===== config.mk =====
export PLATFORM = sky130hd
export DESIGN_NAME = prng_word_buffer
export DESIGN_NICKNAME = d
export VERILOG_FILES = /design/src/rtl/rollo_rng_pkg.sv /design/src/rtl/rng_wdog.sv /design/src/rtl/prng_word_buffer.sv
export SDC_FILE = /design/constraint.sdc
export NUM_CORES = 1
export LEC_CHECK = 0
export ABC_CLOCK_PERIOD_IN_PS = 2100
export CAP_MARGIN = 20
export CORE_AREA = 2 2 158 160
export CTS_CLUSTER_SIZE = 14
export DETAILED_ROUTE_END_ITERATION = 8
export DIE_AREA = 0 0 160 162
export HOLD_SLACK_MARGIN = 0.02
export PLACE_DENSITY_LB_ADDON = 0.08
export SETUP_SLACK_MARGIN = 0.3
export SYNTH_ARGS = -nofsm -noshare
export SYNTH_HDL_FRONTEND = slang
export SYNTH_SLANG_ARGS = --single-unit
export TNS_END_PERCENT = 30

===== constraint.sdc =====
create_clock -name clk -period 2.1 [get_ports clk]
set_clock_uncertainty 0.1 [all_clocks]
set_input_delay 0.315 -clock clk [delete_from_list [all_inputs] [get_ports clk]]
set_output_delay 0.315 -clock clk [all_outputs]
set_load 0.01 [all_outputs]

===== src/rtl/rollo_rng_pkg.sv =====
// rollo_rng_pkg: shared state encoding, block width and word-count helper
// for the ROLLO PRNG word buffer.
package rollo_rng_pkg;

  localparam int RNG_BLK_W = 96;

  typedef enum logic [2:0] {
    ST_IDLE  = 3'd0,
    ST_REQ   = 3'd1,
    ST_WAIT  = 3'd2,
    ST_DRAIN = 3'd3,
    ST_ERR   = 3'd4
  } rng_state_e;

  // Number of output words carried by one PRNG block.
  function automatic int words_per_blk(input int digit);
    return RNG_BLK_W / digit;
  endfunction

endpackage


===== src/rtl/rng_wdog.sv =====
// rng_wdog: response watchdog. Counts enabled cycles since the last clear and
// flags the cycle on which the count reaches WDOG.
module rng_wdog #(
  parameter int WDOG = 63
) (
  input  logic clk,
  input  logic rst_b,
  input  logic clear,
  input  logic en,
  output logic expired
);

  localparam int CW = $clog2(WDOG + 1);

  logic [CW-1:0] cnt_q, cnt_d;

  // clear wins; otherwise count while enabled, saturating at the limit
  always_comb begin
    cnt_d = cnt_q;
    if (clear) begin
      cnt_d = '0;
    end else if (en && (cnt_q != CW'(WDOG))) begin
      cnt_d = cnt_q + CW'(1);
    end
  end

  // counter register with synchronous reset
  always_ff @(posedge clk) begin
    if (rst_b) begin
      cnt_q <= '0;
    end else begin
      cnt_q <= cnt_d;
    end
  end

  // fires on the enabled cycle whose increment brings the count to WDOG
  assign expired = en && !clear && (cnt_q == CW'(WDOG - 1));

endmodule


===== src/rtl/prng_word_buffer.sv =====
// prng_word_buffer: requests 96-bit blocks from prng and streams them MSB-first
// as DIGIT-wide words. Optional block prefetch: PRNG_BUF_PREFETCH_EN.
//
// state    | meaning
// ---------+-------------------------------------------------------------
// ST_IDLE  | waiting for a seed
// ST_REQ   | issue one request to prng (reseed or continue)
// ST_WAIT  | waiting for prng_out_ready, watchdog running
// ST_DRAIN | presenting buffered words on the rnd stream
// ST_ERR   | prng timed out; only reset leaves
module prng_word_buffer
  import rollo_rng_pkg::*;
#(
  parameter int DIGIT = 32,
  parameter int WDOG  = 63
) (
  input  logic                 clk,
  input  logic                 rst_b,
  input  logic                 seed_valid,
  input  logic [RNG_BLK_W-1:0] seed,
  output logic                 seed_ack,
  input  logic                 run,
  output logic                 prng_in_ready,
  output logic [RNG_BLK_W-1:0] prng_in_seed,
  output logic                 prng_in_mod,
  input  logic [RNG_BLK_W-1:0] prng_out_rng,
  input  logic                 prng_out_ready,
  output logic                 rnd_valid,
  output logic [DIGIT-1:0]     rnd_data,
  input  logic                 rnd_ready,
  output logic                 wdog_err
);

  localparam int NWORDS = words_per_blk(DIGIT);
  localparam int WCW    = $clog2(NWORDS + 1);

  rng_state_e           state_q, state_d;
  logic [RNG_BLK_W-1:0] seed_q, seed_d;
  logic                 reseed_q, reseed_d;
  logic [RNG_BLK_W-1:0] buf_q, buf_d;
  logic [WCW-1:0]       wcnt_q, wcnt_d;
  logic                 seed_ack_q, seed_ack_d;
  logic                 in_ready_q, in_ready_d;
  logic                 in_mod_q, in_mod_d;
  logic [RNG_BLK_W-1:0] in_seed_q, in_seed_d;
  logic                 rnd_valid_q, rnd_valid_d;
  logic                 wdog_err_q, wdog_err_d;
`ifdef PRNG_BUF_PREFETCH_EN
  logic [RNG_BLK_W-1:0] hold_q, hold_d;
  logic                 hold_full_q, hold_full_d;
  logic                 req_out_q, req_out_d;
`endif

  logic wdog_clear;
  logic wdog_en;
  logic wdog_expired;
  logic hs;
  logic last_hs;

  assign hs      = rnd_valid_q & rnd_ready;
  assign last_hs = hs && (wcnt_q == WCW'(1));

  rng_wdog #(.WDOG(WDOG)) u_wdog (
    .clk     (clk),
    .rst_b   (rst_b),
    .clear   (wdog_clear),
    .en      (wdog_en),
    .expired (wdog_expired)
  );

  // next-state and registered-output computation
  always_comb begin
    state_d     = state_q;
    seed_d      = seed_q;
    reseed_d    = reseed_q;
    buf_d       = buf_q;
    wcnt_d      = wcnt_q;
    seed_ack_d  = 1'b0;
    in_ready_d  = 1'b0;
    in_mod_d    = 1'b0;
    in_seed_d   = '0;
    rnd_valid_d = rnd_valid_q;
    wdog_err_d  = wdog_err_q;
    wdog_clear  = 1'b0;
    wdog_en     = 1'b0;
`ifdef PRNG_BUF_PREFETCH_EN
    hold_d      = hold_q;
    hold_full_d = hold_full_q;
    req_out_d   = req_out_q;
`endif

    case (state_q)
      ST_IDLE: begin
        if (seed_valid) begin
          seed_d     = seed;
          seed_ack_d = 1'b1;
          reseed_d   = 1'b1;
          state_d    = ST_REQ;
        end
      end

      ST_REQ: begin
        in_ready_d = 1'b1;
        in_mod_d   = reseed_q;
        in_seed_d  = reseed_q ? seed_q : '0;
        reseed_d   = 1'b0;
        wdog_clear = 1'b1;
        state_d    = ST_WAIT;
      end

      ST_WAIT: begin
        wdog_en = 1'b1;
        if (prng_out_ready) begin
          buf_d       = prng_out_rng;
          wcnt_d      = WCW'(NWORDS);
          rnd_valid_d = 1'b1;
          state_d     = ST_DRAIN;
        end else if (wdog_expired) begin
          wdog_err_d = 1'b1;
          state_d    = ST_ERR;
        end
      end

      ST_DRAIN: begin
`ifdef PRNG_BUF_PREFETCH_EN
        wdog_en = req_out_q;
        if (req_out_q && prng_out_ready) begin
          hold_d      = prng_out_rng;
          hold_full_d = 1'b1;
          req_out_d   = 1'b0;
        end
        // the final handshake of a block without a prefetch falls back to ST_REQ,
        // so no extra request is issued on that edge
        if (run && !hold_full_q && !req_out_q && !last_hs) begin
          in_ready_d = 1'b1;
          wdog_clear = 1'b1;
          req_out_d  = 1'b1;
        end
`endif
        if (hs) begin
          buf_d  = buf_q << DIGIT;
          wcnt_d = wcnt_q - WCW'(1);
          if (last_hs) begin
`ifdef PRNG_BUF_PREFETCH_EN
            if (hold_full_q) begin
              buf_d       = hold_q;
              hold_full_d = 1'b0;
              wcnt_d      = WCW'(NWORDS);
            end else if (req_out_q && prng_out_ready) begin
              buf_d       = prng_out_rng;
              hold_full_d = 1'b0;
              wcnt_d      = WCW'(NWORDS);
            end else if (req_out_q) begin
              // response still in flight: keep the watchdog running in ST_WAIT
              rnd_valid_d = 1'b0;
              req_out_d   = 1'b0;
              state_d     = ST_WAIT;
            end else begin
              rnd_valid_d = 1'b0;
              state_d     = run ? ST_REQ : ST_IDLE;
            end
`else
            rnd_valid_d = 1'b0;
            state_d     = run ? ST_REQ : ST_IDLE;
`endif
          end
        end
`ifdef PRNG_BUF_PREFETCH_EN
        if (req_out_q && !prng_out_ready && wdog_expired) begin
          buf_d       = '0;
          wcnt_d      = '0;
          rnd_valid_d = 1'b0;
          req_out_d   = 1'b0;
          hold_full_d = 1'b0;
          wdog_err_d  = 1'b1;
          state_d     = ST_ERR;
        end
`endif
      end

      ST_ERR: begin
        rnd_valid_d = 1'b0;
      end

      default: begin
        state_d = ST_IDLE;
      end
    endcase
  end

  // state and output registers with synchronous reset
  always_ff @(posedge clk) begin
    if (rst_b) begin
      state_q     <= ST_IDLE;
      seed_q      <= '0;
      reseed_q    <= 1'b0;
      buf_q       <= '0;
      wcnt_q      <= '0;
      seed_ack_q  <= 1'b0;
      in_ready_q  <= 1'b0;
      in_mod_q    <= 1'b0;
      in_seed_q   <= '0;
      rnd_valid_q <= 1'b0;
      wdog_err_q  <= 1'b0;
`ifdef PRNG_BUF_PREFETCH_EN
      hold_q      <= '0;
      hold_full_q <= 1'b0;
      req_out_q   <= 1'b0;
`endif
    end else begin
      state_q     <= state_d;
      seed_q      <= seed_d;
      reseed_q    <= reseed_d;
      buf_q       <= buf_d;
      wcnt_q      <= wcnt_d;
      seed_ack_q  <= seed_ack_d;
      in_ready_q  <= in_ready_d;
      in_mod_q    <= in_mod_d;
      in_seed_q   <= in_seed_d;
      rnd_valid_q <= rnd_valid_d;
      wdog_err_q  <= wdog_err_d;
`ifdef PRNG_BUF_PREFETCH_EN
      hold_q      <= hold_d;
      hold_full_q <= hold_full_d;
      req_out_q   <= req_out_d;
`endif
    end
  end

  // the buffer is all-zero whenever no block is held, so rnd_data idles at 0
  assign seed_ack      = seed_ack_q;
  assign prng_in_ready = in_ready_q;
  assign prng_in_mod   = in_mod_q;
  assign prng_in_seed  = in_seed_q;
  assign rnd_valid     = rnd_valid_q;
  assign rnd_data      = buf_q[RNG_BLK_W-1 -: DIGIT];
  assign wdog_err      = wdog_err_q;

endmodule


---- After elaboration in Yosys (flattened, before gate mapping) ----
Index checks and enable logic that the tools add are counted.
Widths: inputs -> output; s select.
operators by class
  add/subtract/negate cells ............... 2
  equal/unequal tests ..................... 12
  multiplexer cells ....................... 22
  bitwise logic cells ..................... 6
  reductions and logical operators ........ 19
operators with widths
  operator             count
  $mux 96              2
  $pmux 96 s2          1
  $mux 3               5
  $pmux 3 s5           1
  $mux 1               8
  $ne 2x2->1 const B   4
  $add 6x1->6 const B  1
  $eq 3x2->1 const B   2
  $eq 6x6->1 const B   1
  $ne 6x6->1 const B   1
  $reduce_and 3->1     2
  $reduce_or 2->1      3
  $not 1->1            5
  $reduce_and 5->1     1
  $logic_and 1x1->1    4
  $mux 2               2
  $pmux 2 s2           1
  $reduce_and 2->1     2
  $reduce_and 4->1     1
  $reduce_bool 2->1    2
  $eq 3x1->1 const B   1
  $eq 3x3->1 const B   1
  $logic_not 3->1      1
  $ne 3x2->1 const B   1
  8 further kinds      8
storage, ports and cells
  flip-flop bits (word level) ............. 305
  output and inout port bits .............. 133

---- Logic depth before layout (Yosys ltp) ----
Gate-level depths: netlist of the first run.
  word-level depth ........................ 8
  mapped depth ............................ 7

---- Modules after synthesis ----
Synthesis of the first run repeated with hierarchy kept, for this count alone.
second synthesis, totals
  cell total of the unflattened synthesis .. 1112
  area, all modules ....................... 10734.0 µm²
by module, submodules not included
  module            times used  cells an instance  area an instance (µm²)  sequential area each (µm²)
  prng_word_buffer  1           1077               10410.0                 5985.7
  rng_wdog          1           35                 324.1                   120.1

---- Worst setup path before layout of the first run ----
No wires, ideal clock.
  path kind ............................... register -> register
  start point ............................. reg state_q[2]
  end point ............................... reg seed_q[0]
  data arrival time ....................... 1.548 ns
  setup slack ............................. 0.320 ns
  stages on the path, launching flop included .. 8
  path buffers ............................ 4
  period minus slack after synthesis ...... 1.780 ns
  cells stage by stage .................... dfxtp_1 buf_2 or4b_1 clkbuf_1 buf_2 buf_2 nand2_1 a21oi_1
between the ends
  cells in the longest elaborated chain, start to end .. 2
ends and longest elaborated chain
  element                     RTL line                 text
  start, declared             prng_word_buffer.sv:37   rng_state_e state_q, state_d;
  start signal, assigned      prng_word_buffer.sv:211  state_q <= state_d;
  $logic_not 3->1             prng_word_buffer.sv:92   case (state_q)
  $reduce_and 2->1 (no line)  n/a
  end signal, assigned        prng_word_buffer.sv:195  seed_q <= '0;
  end signal, assigned        prng_word_buffer.sv:212  seed_q <= seed_d;
  end, declared               prng_word_buffer.sv:38   logic [RNG_BLK_W-1:0] seed_q, seed_d;
No other way between the ends.
A chain may end at the register's enable or synchronous reset.

---- Worst setup path in the final report of the first run ----
  start point ............................. reg in_seed_q[70], in the netlist prng_in_seed[70]
  end point ............................... out prng_in_seed[70]
RTL lines
  element                 RTL line                 text
  start, declared         prng_word_buffer.sv:45   logic [RNG_BLK_W-1:0] in_seed_q, in_seed_d;
  start signal, assigned  prng_word_buffer.sv:219  in_seed_q <= in_seed_d;
  end, declared           prng_word_buffer.sv:24   output logic [RNG_BLK_W-1:0] prng_in_seed,
No word-level cell between the ends.

==> results of run 1 <==
[synthesized netlist by cell type, types with 2 or more instances]
cell / instances / area [um^2]
a2111oi_0: 2 / 17.5
a211o_1: 2 / 17.5
a211oi_1: 4 / 30.0
a21oi_1: 97 / 485
a221oi_1: 65 / 569
a31oi_1: 2 / 12.5
a32o_1: 32 / 320
and2_1: 96 / 601
and4_1: 2 / 17.5
buf_1: 6 / 22.5
buf_2: 18 / 90.1
buf_4: 37 / 278
clkbuf_1: 66 / 248
dfxtp_1: 305 / 6110
ha_1: 3 / 37.5
inv_1: 69 / 259
mux2_2: 65 / 732
mux2i_1: 3 / 30.0
nand2_1: 196 / 736
nand2b_1: 2 / 12.5
nand3_1: 10 / 50.1
nand3b_1: 3 / 22.5
nor2_1: 74 / 278
nor2b_1: 3 / 18.8
nor3_1: 3 / 15.0
[routing by layer]
metal	vias to the layer above	wire, um	track usage, %
met5	-	27	0
met4	4	480	6.02
met3	39	2370	6.64
met2	290	14000	35.2
met1	4258	12600	27.2
li1	4491	-	-
[placed cells by master, fill, tap and decap left out, types with 4 or more instances in the layout]
master           count
dfxtp_1            304
mux2_2              65
clkbuf_1             7
inv_1               69
nand2_1            195
a211oi_1             4
clkinv_2             5
clkbuf_16           37
a32o_1              32
nor2_1              74
nand3_1             10
clkbuf_8             6
clkdlybuf4s50_1    315
a221oi_1            65
dlygate4sd2_1       13
and2_1              96
buf_4               24
a21oi_1             97
buf_12              10
[flip-flops by register name, summed over array words and instances (netlist names), 2 cells and up]
name,cells
seed_q,96
state_q,3
prng_in_seed,96
wcnt_q,2
buf_q,96
u_wdog.cnt_q,6
[final cells by class]
class / count / area (um^2) / area share [%]
Clock buffer: 49 / 1010 / 6.38
Clock inverter: 9 / 103 / 0.649
Antenna cell: 3 / 7.51 / 0.0475
Multi-Input combinational cell: 680 / 4180 / 26.4
Inverter: 69 / 259 / 1.64
Tap cell: 324 / 405 / 2.56
Sequential cell: 305 / 6110 / 38.6
Timing Repair Buffer: 369 / 3740 / 23.7
[logic make-up (layout without fill, tap and decap cells)]
kind of cell	count (synthesis)	count (layout)	share of synthesized area [%]
AOI/OAI and AO/OA	211	211	13.5
adders and majority gates	3	3	0.337
buffers and inverters	196	496	8.04
DFF	305	305	54.7
muxes	68	68	6.83
other	0	3	0
and+or+nand+nor	398	398	16.5
[power breakdown]
part	switching [mW]	internal, mW	total [mW]
Sequential	0.121	6.05	6.17
Combinational	0.764	0.876	1.64
Clock	2.24	3.59	5.83
[path summary, 6_finish.rpt]
check | slack, ps | depth (start not counted) | startpoint | end
hold reg to reg | 340 | 1 | seed_q[24]$_SDFFE_PP0P_ | prng_in_seed[24]$_SDFF_PP0_
hold / removal | 270 | 3 | seed[62] | seed_q[62]$_SDFFE_PP0P_
setup / recovery | 310 | 1 | prng_in_seed[70]$_SDFF_PP0_ | prng_in_seed[70]
setup reg to reg | 350 | 5 | state_q[0]$_SDFFE_PP0P_ | seed_q[61]$_SDFFE_PP0P_
[repair_timing]
action	in CTS	in global routing
pin swaps	0	1
hold endpoints to repair	5	0
gates resized for setup	14	8
hold buffers	1	0
buffers inserted	0	5
endpoints found under the setup margin	75	175
gates cloned	0	2
[stage by stage]
| stage | power [mW] | area, um^2 | util (%) | setup WS, ps |
|---|---|---|---|---|
| 3_5_place_dp | 7.92 | 14600 | 60.6 | 75.1 |
| 5_1_grt | 14.2 | 15800 | 65.6 | 257 |
| 2_1_floorplan | 7.17 | 11200 | - | 320 |
| 4_1_cts | 13.8 | 15700 | 65.2 | 277 |
| 6_report | 13.6 | 15800 | 65.6 | 306 |
| 3_3_place_gp | 7.90 | 14600 | 60.6 | 133 |
==> results.ini, run 1 <==
[run_status]
outcome=finished clean

[floorplan]
io_pins=331
die_w_um=160
core_mm2=0.0241
die_area_mm2=0.0259
rows=57
initial_utilization_pct=46.3
die_h_um=162

[route]
wl_per_cell_um=16.3
ant_nets=0
via_count=9082
drc=0
first_iter_violations=478
dr.pass1.iters=5
drt-total-wl_um=29500
avgViaCountPerCell=5.02

[sta]
setup_viol=0
final_hold_viol_count=0
min_period_over_period_pct=85.4
worst_pin_slew_ps=923
slew_headroom_pct=38.5
slew_viol_final=0
grt_setup_unrepaired=true
min_period_ps=1790
setup-tns-final_ps=0
max_freq_mhz=557
hold_slack_ps=267

[placement]
dp_hpwl_um=18800
portBuffers=330
gp_congestion=0.785
placed_cells=1739

[pwr]
leakage_nw=6.03
p_per_area_mw_per_mm2=862
ir_drop_mv=0.549

[synth]
postSynthAreaPerCell_um2=9.44
syn_nets=1382
ys_seq_elements=305
synthFlopType=dfxtp_1
synthArstFlopShare_pct=0
syn-cell-area_mm2=0.0112
yosysSeqAreaShare_pct=54.7
synthCells=1181
synth_edf_count=0
ys_warn_count=0
synthDistinctLibCells=41

[grt]
grt_overflow=0
grt_pass1_wl_um=45200
first_global_vias=8519
grt_max_degree=98
grtUsageTotal_pct=21.4
antenna_found_initial=5

[clocking]
cts.sink_count=305
cts_inserted_buffers=34
cts_max_level=2
clockBufferDepth=3
path_clk_slew_ps=60
cts_tree=done
root_buffer=clkbuf_16
worstSkewPairLatency_ps=490

[final_layout]
fin_cells=1808
nNetsFinal=1660
nFillCells=2014
drive_gt1_share_pct=11.2
syn2layout_area_growth_pct=41.8

[worst_setup_path]
required_ps=1680
path_max_fanout=1
endpoint_kind=output pin
critPathBufInv=1
startpoint_type=register
crit_arrival_ps=1380
cp_slowest_cell=clkdlybuf4s50_1
critPathMaxStageDelay_ps=570
crit_chain=clkdlybuf4s50_1
cp_top_family=buffers and inverters
path_class=register to output pin

[worst_hold_path]
hp-class=input port to register

[flow_run]
maxCapViolations=0

No activity file was read; power rests on OpenSTA's default activity.
==> run 2: changes to the inputs <==
--- a/config.mk
+++ b/config.mk
@@ -13,6 +13,7 @@
 export DIE_AREA = 0 0 160 162
 export HOLD_SLACK_MARGIN = 0.02
 export PLACE_DENSITY_LB_ADDON = 0.08
+export RECOVER_POWER = 100
 export SETUP_SLACK_MARGIN = 0.3
 export SYNTH_ARGS = -nofsm -noshare
 export SYNTH_HDL_FRONTEND = slang
==> run 2 against run 1 <==
  * Via count fell by 0.39%
  * Critical path depth rose by 4
  * Fmax fell by 4.0%
  * Routed wire length fell by 0.11%
  * Clock-buffer cell count did not move
  * Hold slack got worse by 1.5 ps
  * Die area did not move
  * Critical endpoint is now prng_in_seed[16]$_SDFF_PP0_
  * Largest power group unchanged
==> results.ini, run 2 (same netlist as run 1, synthesis figures left out) <==
[run_status]
outcome=finished clean

[route]
drc=0  ; unchanged
dr.pass1.iters=5  ; unchanged
via_count=9047  ; -0.39%
wl_per_cell_um=16.3  ; -0.11%
drt-total-wl_um=29400  ; -0.11%
ant_nets=0  ; unchanged
avgViaCountPerCell=5.00  ; -0.39%
first_iter_violations=473  ; -1.0%

[sta]
min_period_ps=1870  ; +74.6 ps
final_hold_viol_count=0  ; unchanged
max_freq_mhz=535  ; -4.0%
worst_pin_slew_ps=920  ; -2.12 ps
slew_viol_final=0  ; unchanged
hold_slack_ps=266  ; -1.47 ps
grt_setup_unrepaired=true
setup-tns-final_ps=0  ; unchanged
min_period_over_period_pct=89.0  ; +3.6 points
fin_ws_ps=231  ; -74.6 ps
slew_headroom_pct=38.6  ; +0.14 points
setup_viol=0  ; unchanged

[clocking]
cts_max_level=2  ; unchanged
path_clk_slew_ps=60  ; about the same
cts_tree=done
cts.sink_count=305  ; unchanged
root_buffer=clkbuf_16
cts_inserted_buffers=34  ; unchanged
worstSkewPairLatency_ps=490  ; about the same
clockBufferDepth=3  ; unchanged

[pwr]
ir_drop_mv=0.548  ; about the same
leakage_nw=6.38  ; +5.8%
p_per_area_mw_per_mm2=863  ; about the same

[flow_run]
maxCapViolations=0  ; unchanged

[grt]
grt_max_degree=98  ; unchanged
grtUsageTotal_pct=21.4  ; unchanged
grt_overflow=0  ; unchanged
first_global_vias=8519  ; unchanged
antenna_found_initial=6  ; +1
grt_pass1_wl_um=45200  ; unchanged

[worst_setup_path]
critPathBufInv=2  ; +1
cp_top_family=simple AND/OR/NAND/NOR gates
critPathMaxStageDelay_ps=420  ; -150 ps
required_ps=2440  ; +760 ps
path_max_fanout=48  ; +47
startpoint_type=register
crit_chain=or3b_1 -> nor3b_1 -> clkbuf_1 -> buf_12 -> and2_1
path_class=register to register
endpoint_kind=register
crit_arrival_ps=2210  ; +830 ps
cp_slowest_cell=or3b_1

[floorplan]
die_area_mm2=0.0259  ; unchanged
core_mm2=0.0241  ; unchanged
die_h_um=162  ; unchanged
rows=57  ; unchanged
io_pins=331  ; unchanged
die_w_um=160  ; unchanged
initial_utilization_pct=46.3  ; unchanged

[worst_hold_path]
hp-class=input port to register

[placement]
gp_congestion=0.785  ; unchanged
preCtsSetupSlack_ps=75.1  ; unchanged
portBuffers=330  ; unchanged
dp_hpwl_um=18800  ; unchanged

[final_layout]
layout_common_cells=304 x dfxtp_1, 196 x clkdlybuf4s50_1, 195 x nand2_1, 120 x dlygate4sd3_1, 97 x a21oi_1
nNetsFinal=1660  ; unchanged
final_common_cell=dfxtp_1
drive_gt1_share_pct=10.9  ; -0.34 points
finish.utilization_pct=65.4  ; -0.21 points
syn2layout_area_growth_pct=41.3

==> run 2: worst paths after layout <==
path	start	slack [ps]	depth (start not counted)	endpoint
max	state_q[2]$_SDFFE_PP0P_	230	5	prng_in_seed[16]$_SDFF_PP0_
min	seed[62]	270	3	seed_q[62]$_SDFFE_PP0P_
max reg2reg	state_q[2]$_SDFFE_PP0P_	230	5	prng_in_seed[16]$_SDFF_PP0_
min reg2reg	seed_q[24]$_SDFFE_PP0P_	340	1	prng_in_seed[24]$_SDFF_PP0_
==> run 2: what timing repair did <==
item,in CTS,in global routing
setup buffers,0,5
hold endpoints to repair,5,0
pin swaps,0,1
cloned,0,2
hold buffers,1,0
gates resized for setup,14,8
setup endpoints to repair,75,175
==> run 2: worst reg2reg max path, delay by kind of cell (launching register included) <==
kind                   cells  cell delay (ps)
flip-flops                 1              360
AND/OR/NAND/NOR            3              920
buffers and inverters      2              450
==> run 2: report_power, final <==
part / internal, mW / total (mW) / switching [mW]
clock network: 3.59 / 5.83 / 2.24
registers: 6.05 / 6.17 / 0.119
logic: 0.844 / 1.60 / 0.761
==> run 2: final cells by class <==
type | instances | area (um^2)
diodes | 3 | 7.51
well taps | 324 | 405
fillers | 2024 | 8340
clock buffers | 49 | 1010
inverters | 69 | 259
repair buffers | 369 | 3710
flip-flops and latches | 305 | 6110
multi-input cells | 680 | 4160
clock inverters | 9 | 103
==> run 2: metal layers <==
metal	routed length (um)	track usage, %	share of wire [%]	vias to the layer above
li1	-	-	-	4490
met1	12600	27.2	43	4207
met2	13900	35.2	47	301
met3	2440	6.64	8.3	43
met4	532	6.02	1.8	6
met5	41	0	0.14	-
==> run 2: per-stage QoR <==
step	instance area (um^2)	std cells	power, mW
floorplan	11200	1181	7.17
global placement	14600	1739	7.90
detailed placement	14600	1739	7.92
CTS	15700	1798	13.8
global route	15800	1807	14.2
finish	15800	1808	13.6
